==> config.mk <==
export PLATFORM = sky130hd
export DESIGN_NAME = mem_bus_arbiter
export DESIGN_NICKNAME = d
export VERILOG_FILES = /design/src/rtl/mem_bus_arbiter_pkg.sv /design/src/rtl/mem_bus_arbiter.sv
export SDC_FILE = /design/constraint.sdc
export NUM_CORES = 1
export LEC_CHECK = 0
export CORE_ASPECT_RATIO = 1.1
export CORE_MARGIN = 2
export CORE_UTILIZATION = 30
export CTS_BUF_LIST = sky130_fd_sc_hd__clkbuf_4
export DETAILED_ROUTE_END_ITERATION = 10
export DONT_BUFFER_PORTS = 1
export GPL_TIMING_DRIVEN = 0
export HOLD_SLACK_MARGIN = 0.1
export PLACE_DENSITY = 0.53
export SETUP_SLACK_MARGIN = 0.2
export SYNTH_ARGS = -nofsm -noshare
export SYNTH_HDL_FRONTEND = slang
export SYNTH_SLANG_ARGS = --single-unit
==> constraint.sdc <==
create_clock -name clk -period 1.7 [get_ports clk]
set_input_delay 0.34 -clock clk [delete_from_list [all_inputs] [get_ports clk]]
set_output_delay 0.34 -clock clk [all_outputs]
set_load 0.03 [all_outputs]
==> src/rtl/mem_bus_arbiter_pkg.sv <==
// mem_bus_arbiter_pkg
// Shared definitions for the memory bus arbiter:
//   - arb_state_t : arbiter state encoding (idle, IF access, MEM access)
//   - STOP/NO_STOP : meaning of a bit in the pipeline stall vector
//   - RST_ENABLE : active level of the synchronous reset
//   - STALL_IF_BIT/STALL_MEM_BIT : positions of the IF and MEM stages in stall
//   - stage_advances() : true when the given stage moves on this edge
package mem_bus_arbiter_pkg;

  typedef enum logic [1:0] {
    ARB_IDLE = 2'd0,
    ARB_IF   = 2'd1,
    ARB_MEM  = 2'd2
  } arb_state_t;

  localparam logic STOP       = 1'b1;
  localparam logic NO_STOP    = 1'b0;
  localparam logic RST_ENABLE = 1'b1;

  localparam int STALL_IF_BIT  = 1;
  localparam int STALL_MEM_BIT = 4;

  function automatic logic stage_advances(input logic [5:0] stall_vec, input int bit_idx);
    return stall_vec[bit_idx] == NO_STOP;
  endfunction

endpackage

==> src/rtl/mem_bus_arbiter.sv <==
// mem_bus_arbiter
// Shares one external memory bus between the instruction-fetch (IF) port and
// the data (MEM) port. One bus transaction runs at a time, MEM always wins,
// and each port's result is held (with a "served" flag) until its pipeline
// stage advances, so a stalled stage never re-issues an access.
//
// Ports:
//   clk, rst          clock, synchronous active-high reset
//   stall[5:0]        pipeline stall vector (1 = stop); bit1 IF, bit4 MEM
//   flush             pipeline redirect; drops an in-flight fetch result
//   if_ce/if_addr     IF read request (level) and fetch address
//   if_rdata          fetched word (registered)
//   stallreq_if       IF stall request (combinational)
//   mem_ce/mem_we/mem_addr/mem_sel/mem_wdata  MEM request (level)
//   mem_rdata         MEM read data (registered)
//   stallreq_mem      MEM stall request (combinational)
//   bus_stb/bus_we/bus_addr/bus_sel/bus_wdata  bus master outputs (registered)
//   bus_ack/bus_rdata bus slave completion and read data
//
// There is no bus timeout: a slave that never acks stalls the pipeline forever.
module mem_bus_arbiter
  import mem_bus_arbiter_pkg::*;
#(
  parameter int ADDR_W = 32,
  parameter int DATA_W = 32
) (
  input  logic                clk,
  input  logic                rst,
  input  logic [5:0]          stall,
  input  logic                flush,
  input  logic                if_ce,
  input  logic [ADDR_W-1:0]   if_addr,
  output logic [DATA_W-1:0]   if_rdata,
  output logic                stallreq_if,
  input  logic                mem_ce,
  input  logic                mem_we,
  input  logic [ADDR_W-1:0]   mem_addr,
  input  logic [DATA_W/8-1:0] mem_sel,
  input  logic [DATA_W-1:0]   mem_wdata,
  output logic [DATA_W-1:0]   mem_rdata,
  output logic                stallreq_mem,
  output logic                bus_stb,
  output logic                bus_we,
  output logic [ADDR_W-1:0]   bus_addr,
  output logic [DATA_W/8-1:0] bus_sel,
  output logic [DATA_W-1:0]   bus_wdata,
  input  logic                bus_ack,
  input  logic [DATA_W-1:0]   bus_rdata
);

  localparam int SEL_W = DATA_W / 8;

  arb_state_t        state_reg;
  logic              if_served_reg;
  logic              mem_served_reg;
  logic              if_discard_reg;
  logic              bus_stb_reg;
  logic              bus_we_reg;
  logic [ADDR_W-1:0] bus_addr_reg;
  logic [SEL_W-1:0]  bus_sel_reg;
  logic [DATA_W-1:0] bus_wdata_reg;
  logic [DATA_W-1:0] if_rdata_reg;
  logic [DATA_W-1:0] mem_rdata_reg;

  // IF keeps requesting a stall for the whole fetch, even if the stage
  // dropped if_ce meanwhile, so the pipeline cannot move past a live fetch.
  assign stallreq_if  = (if_ce & ~if_served_reg) | (state_reg == ARB_IF);
  assign stallreq_mem = mem_ce & ~mem_served_reg;

  assign bus_stb   = bus_stb_reg;
  assign bus_we    = bus_we_reg;
  assign bus_addr  = bus_addr_reg;
  assign bus_sel   = bus_sel_reg;
  assign bus_wdata = bus_wdata_reg;
  assign if_rdata  = if_rdata_reg;
  assign mem_rdata = mem_rdata_reg;

  always_ff @(posedge clk) begin
    if (rst == RST_ENABLE) begin
      state_reg      <= ARB_IDLE;
      if_served_reg  <= 1'b0;
      mem_served_reg <= 1'b0;
      if_discard_reg <= 1'b0;
      bus_stb_reg    <= 1'b0;
      bus_we_reg     <= 1'b0;
      bus_addr_reg   <= '0;
      bus_sel_reg    <= '0;
      bus_wdata_reg  <= '0;
      if_rdata_reg   <= '0;
      mem_rdata_reg  <= '0;
    end else begin
      // Served flags release when their stage advances. The set below is
      // written later in the block so that it wins on a coinciding edge.
      if (stage_advances(stall, STALL_IF_BIT) || flush) begin
        if_served_reg <= 1'b0;
      end
      if (stage_advances(stall, STALL_MEM_BIT)) begin
        mem_served_reg <= 1'b0;
      end

      case (state_reg)
        ARB_IDLE: begin
          if (mem_ce && !mem_served_reg) begin
            state_reg     <= ARB_MEM;
            bus_stb_reg   <= 1'b1;
            bus_we_reg    <= mem_we;
            bus_addr_reg  <= mem_addr;
            bus_sel_reg   <= mem_sel;
            bus_wdata_reg <= mem_wdata;
          end else if (if_ce && !if_served_reg && !flush) begin
            state_reg    <= ARB_IF;
            bus_stb_reg  <= 1'b1;
            bus_we_reg   <= 1'b0;
            bus_addr_reg <= if_addr;
            bus_sel_reg  <= '1;
          end
        end

        ARB_IF: begin
          if (bus_ack) begin
            state_reg   <= ARB_IDLE;
            bus_stb_reg <= 1'b0;
            // A flush landing on the ack edge also makes the word stale.
            if (if_discard_reg || flush) begin
              if_discard_reg <= 1'b0;
            end else begin
              if_served_reg <= 1'b1;
              if_rdata_reg  <= bus_rdata;
            end
          end else if (flush) begin
            // The bus cycle cannot be withdrawn; let it finish, drop the data.
            if_discard_reg <= 1'b1;
          end
        end

        ARB_MEM: begin
          // Flush is ignored here: the MEM-stage instruction is committed.
          if (bus_ack) begin
            state_reg      <= ARB_IDLE;
            bus_stb_reg    <= 1'b0;
            mem_served_reg <= 1'b1;
            if (!bus_we_reg) begin
              mem_rdata_reg <= bus_rdata;
            end
          end
        end

        default: begin
          state_reg   <= ARB_IDLE;
          bus_stb_reg <= 1'b0;
        end
      endcase
    end
  end

endmodule
==> impl_metrics.ini <==
[status]
status = finished clean

[timing]
rsz0062_at_grt = true
hold_violations = 0
setup_viol = 0
period_minus_slack_ns = 1.65
skew_ns = 0.0224
worstMarginPinSlew_ns = 0.772
max_freq_ghz = 0.606
post-route-period-util = 0.970
layout_setup_ws_ns = 0.0504
slew_violations = 0
slew_headroom = 0.486

[synthesis]
yosys_register_bits = 139
synth_edf_count = 0
yosysTopAreaCellShare = 0.540
ys_async_sr_fraction = 0
synth_cells = 581
yosysSeqAreaShare = 0.540
syn-mean-instance-area_um2 = 8.87
ys_warn_count = 0
synthTopCellsByArea = dfxtp_1 (54%), nand2_1 (14%), a21oi_1 (9.7%)
synthesis.area_um2 = 5150
synthFlopType = dfxtp_1
yosys.cell_types.count = 30
synth_nets = 729
yosysTopAreaCell = dfxtp_1

[cts]
cts_tree = yes
cts_buffer_depth = 2
cts.sinks = 139
cts_made_buffers = 17
clk_pin_slew_ns = 0.11
htree_levels = 4
insertion_delay_ns = 0.54
root_buffer = clkbuf_4

[setup_path]
crit_family = flip-flops
crit_chain = inv_2, ha_4, a21o_4
crit_required_ns = 1.36
path_class = reg2out
slowest_delay_ns = 0.35
cp_num_buf_inv = 1
worstPathArrival_ns = 1.31
slowest_stage = dfxtp_2
critPathLaunchType = flop
cp_max_fo = 2
endpoint_kind = primary output

[routing]
drc = 0
routed_wl_um = 18100
wl_per_cell_um = 18.6
dr.pass1.iters = 4
vias = 4959
drt_iter0_markers = 188
avgViaCountPerCell = 5.11
drtAntennaViolNets = 0

[global_route]
grt.overflow.total = 0
grtUsageTotal = 0.188
grt_pass1_vias = 5046
grt_first_pass_wirelength_um = 26700
antenna_found_initial = 0
grt_max_degree = 17

[finish]
finalNetCount = 897
drive_gt1_frac = 0.277
area_growth_pct = 50.0
final_util = 0.458
antenna_cells = 0
layoutNonFillerInstCount = 970

[power_and_ir_drop]
leakagePower_nw = 2.87
power_density_nw_per_um2 = 982
irDropWorstVdd_v = 0.000496

[floorplanning]
die_x_um = 129
num_rows = 50
core_area_um2 = 16900
initial_utilization = 0.305
die_area_um2 = 18200
io_pins = 281
die_h_um = 141

[placed_design]
place_ws_ns = -0.174
gp_congestion = 0.808
dp_hpwl_um = 12200
port-buffer-count = 0
dp.cells = 789

[job]
drv_cap = 0

[min_path]
hp-class = in2reg
tightest hold or removal path, stage by stage:
cell and delay (ns):
nand2b_4 0.06, buf_4 0.14, nand2_1 0.06, a211oi_1 0.06
metal layers:
layer / GRT usage / share of wire
met1: 0.196 / 0.38
met2: 0.334 / 0.51
met3: 0.0735 / 0.086
met4: 0.0795 / 0.026
met5: 0 / 0
cell families after synthesis:
kind of cell / after synthesis / synth area share
flops: 139 / 0.540
compound gates: 174 / 0.231
mux: 2 / 0.00389
simple gates: 210 / 0.167
buf+inv: 53 / 0.0512
fa+ha+maj: 3 / 0.00729
through the flow:
stage | power (W) | setup TNS, ns | cell area [um^2] | hold WS, ns
after floorplan | 0.00478 | 0 | 5150 | 0.436
after global placement | 0.00501 | -2.07 | 5410 | 0.440
after detailed placement | 0.00504 | -5.60 | 5410 | 0.447
after CTS | 0.00757 | -0.0509 | 7270 | 0.101
after global routing | 0.00794 | -0.134 | 7730 | 0.134
final | 0.00759 | 0 | 7730 | 0.178
what timing repair did:
| item | 4_1_cts | 5_1_grt |
|---|---|---|
| resized for setup | 76 | 139 |
| pin swaps | 3 | 18 |
| hold endpoints to repair | 138 | 0 |
| gates cloned | 1 | 2 |
| endpoints found under the setup margin | 168 | 160 |
| hold buffers | 137 | 0 |
| setup buffers | 7 | 2 |
worst paths after layout:
kind                       from             to  slack (ns)  cells after the start
setup reg to reg   state_reg[0]   bus_addr[13]        0.06                      7
setup / recovery   state_reg[1]    stallreq_if        0.05                      3
hold / removal           mem_ce   state_reg[0]        0.18                      4
hold reg to reg   mem_rdata[10]  mem_rdata[10]        0.55                      2
synth_stat cells (2+ instances only):
master    count
inv_1         4
and3b_1       2
buf_2        19
nor3_1        2
o21a_1       33
a21oi_1     100
buf_4         3
o221a_1      29
o221a_2       7
clkbuf_1     20
buf_6         4
ha_1          3
nand2_1     194
a211oi_1      2
buf_1         2
nand3b_1      4
dfxtp_1     139
mux2i_1       2
power by group:
| part | internal [W] | switching [W] |
|---|---|---|
| Sequential | 0.00354 | 0.000667 |
| Clock | 0.000892 | 0.00127 |
| Combinational | 0.000624 | 0.000597 |
cell usage in the layout, fill, tap and decap left out, drive strengths merged:
| master | n |
|---|---|
| o21ai | 1 |
| bufinv | 2 |
| nand2b | 2 |
| dfxtp | 139 |
| nor2 | 1 |
| inv | 8 |
| a22oi | 1 |
| a21oi | 100 |
| nor3b | 1 |
| clkinv | 6 |
| a211oi | 2 |
| dlymetal6s4s | 1 |
| dlygate4sd3 | 136 |
| and3b | 2 |
| nand2 | 194 |
| a21o | 1 |
| o21a | 33 |
| nor4bb | 1 |
| buf | 41 |
| o221a | 36 |
| mux2i | 2 |
| ha | 3 |
| nor3 | 2 |
| nand3 | 2 |
| nand4bb | 1 |
| nand3b | 4 |
| clkinvlp | 3 |
| clkbuf | 37 |
cell type report:
class	instances	area (um^2)
fill	1566	9160
sequential	139	2870
multi-input combinational	389	2390
timing repair buffer	149	1510
buffer	48	385
tap	208	260
clock inverter	14	145
clock buffer	18	135
inverter	5	26.3
Note: power is estimated with default switching activity, not from simulation.
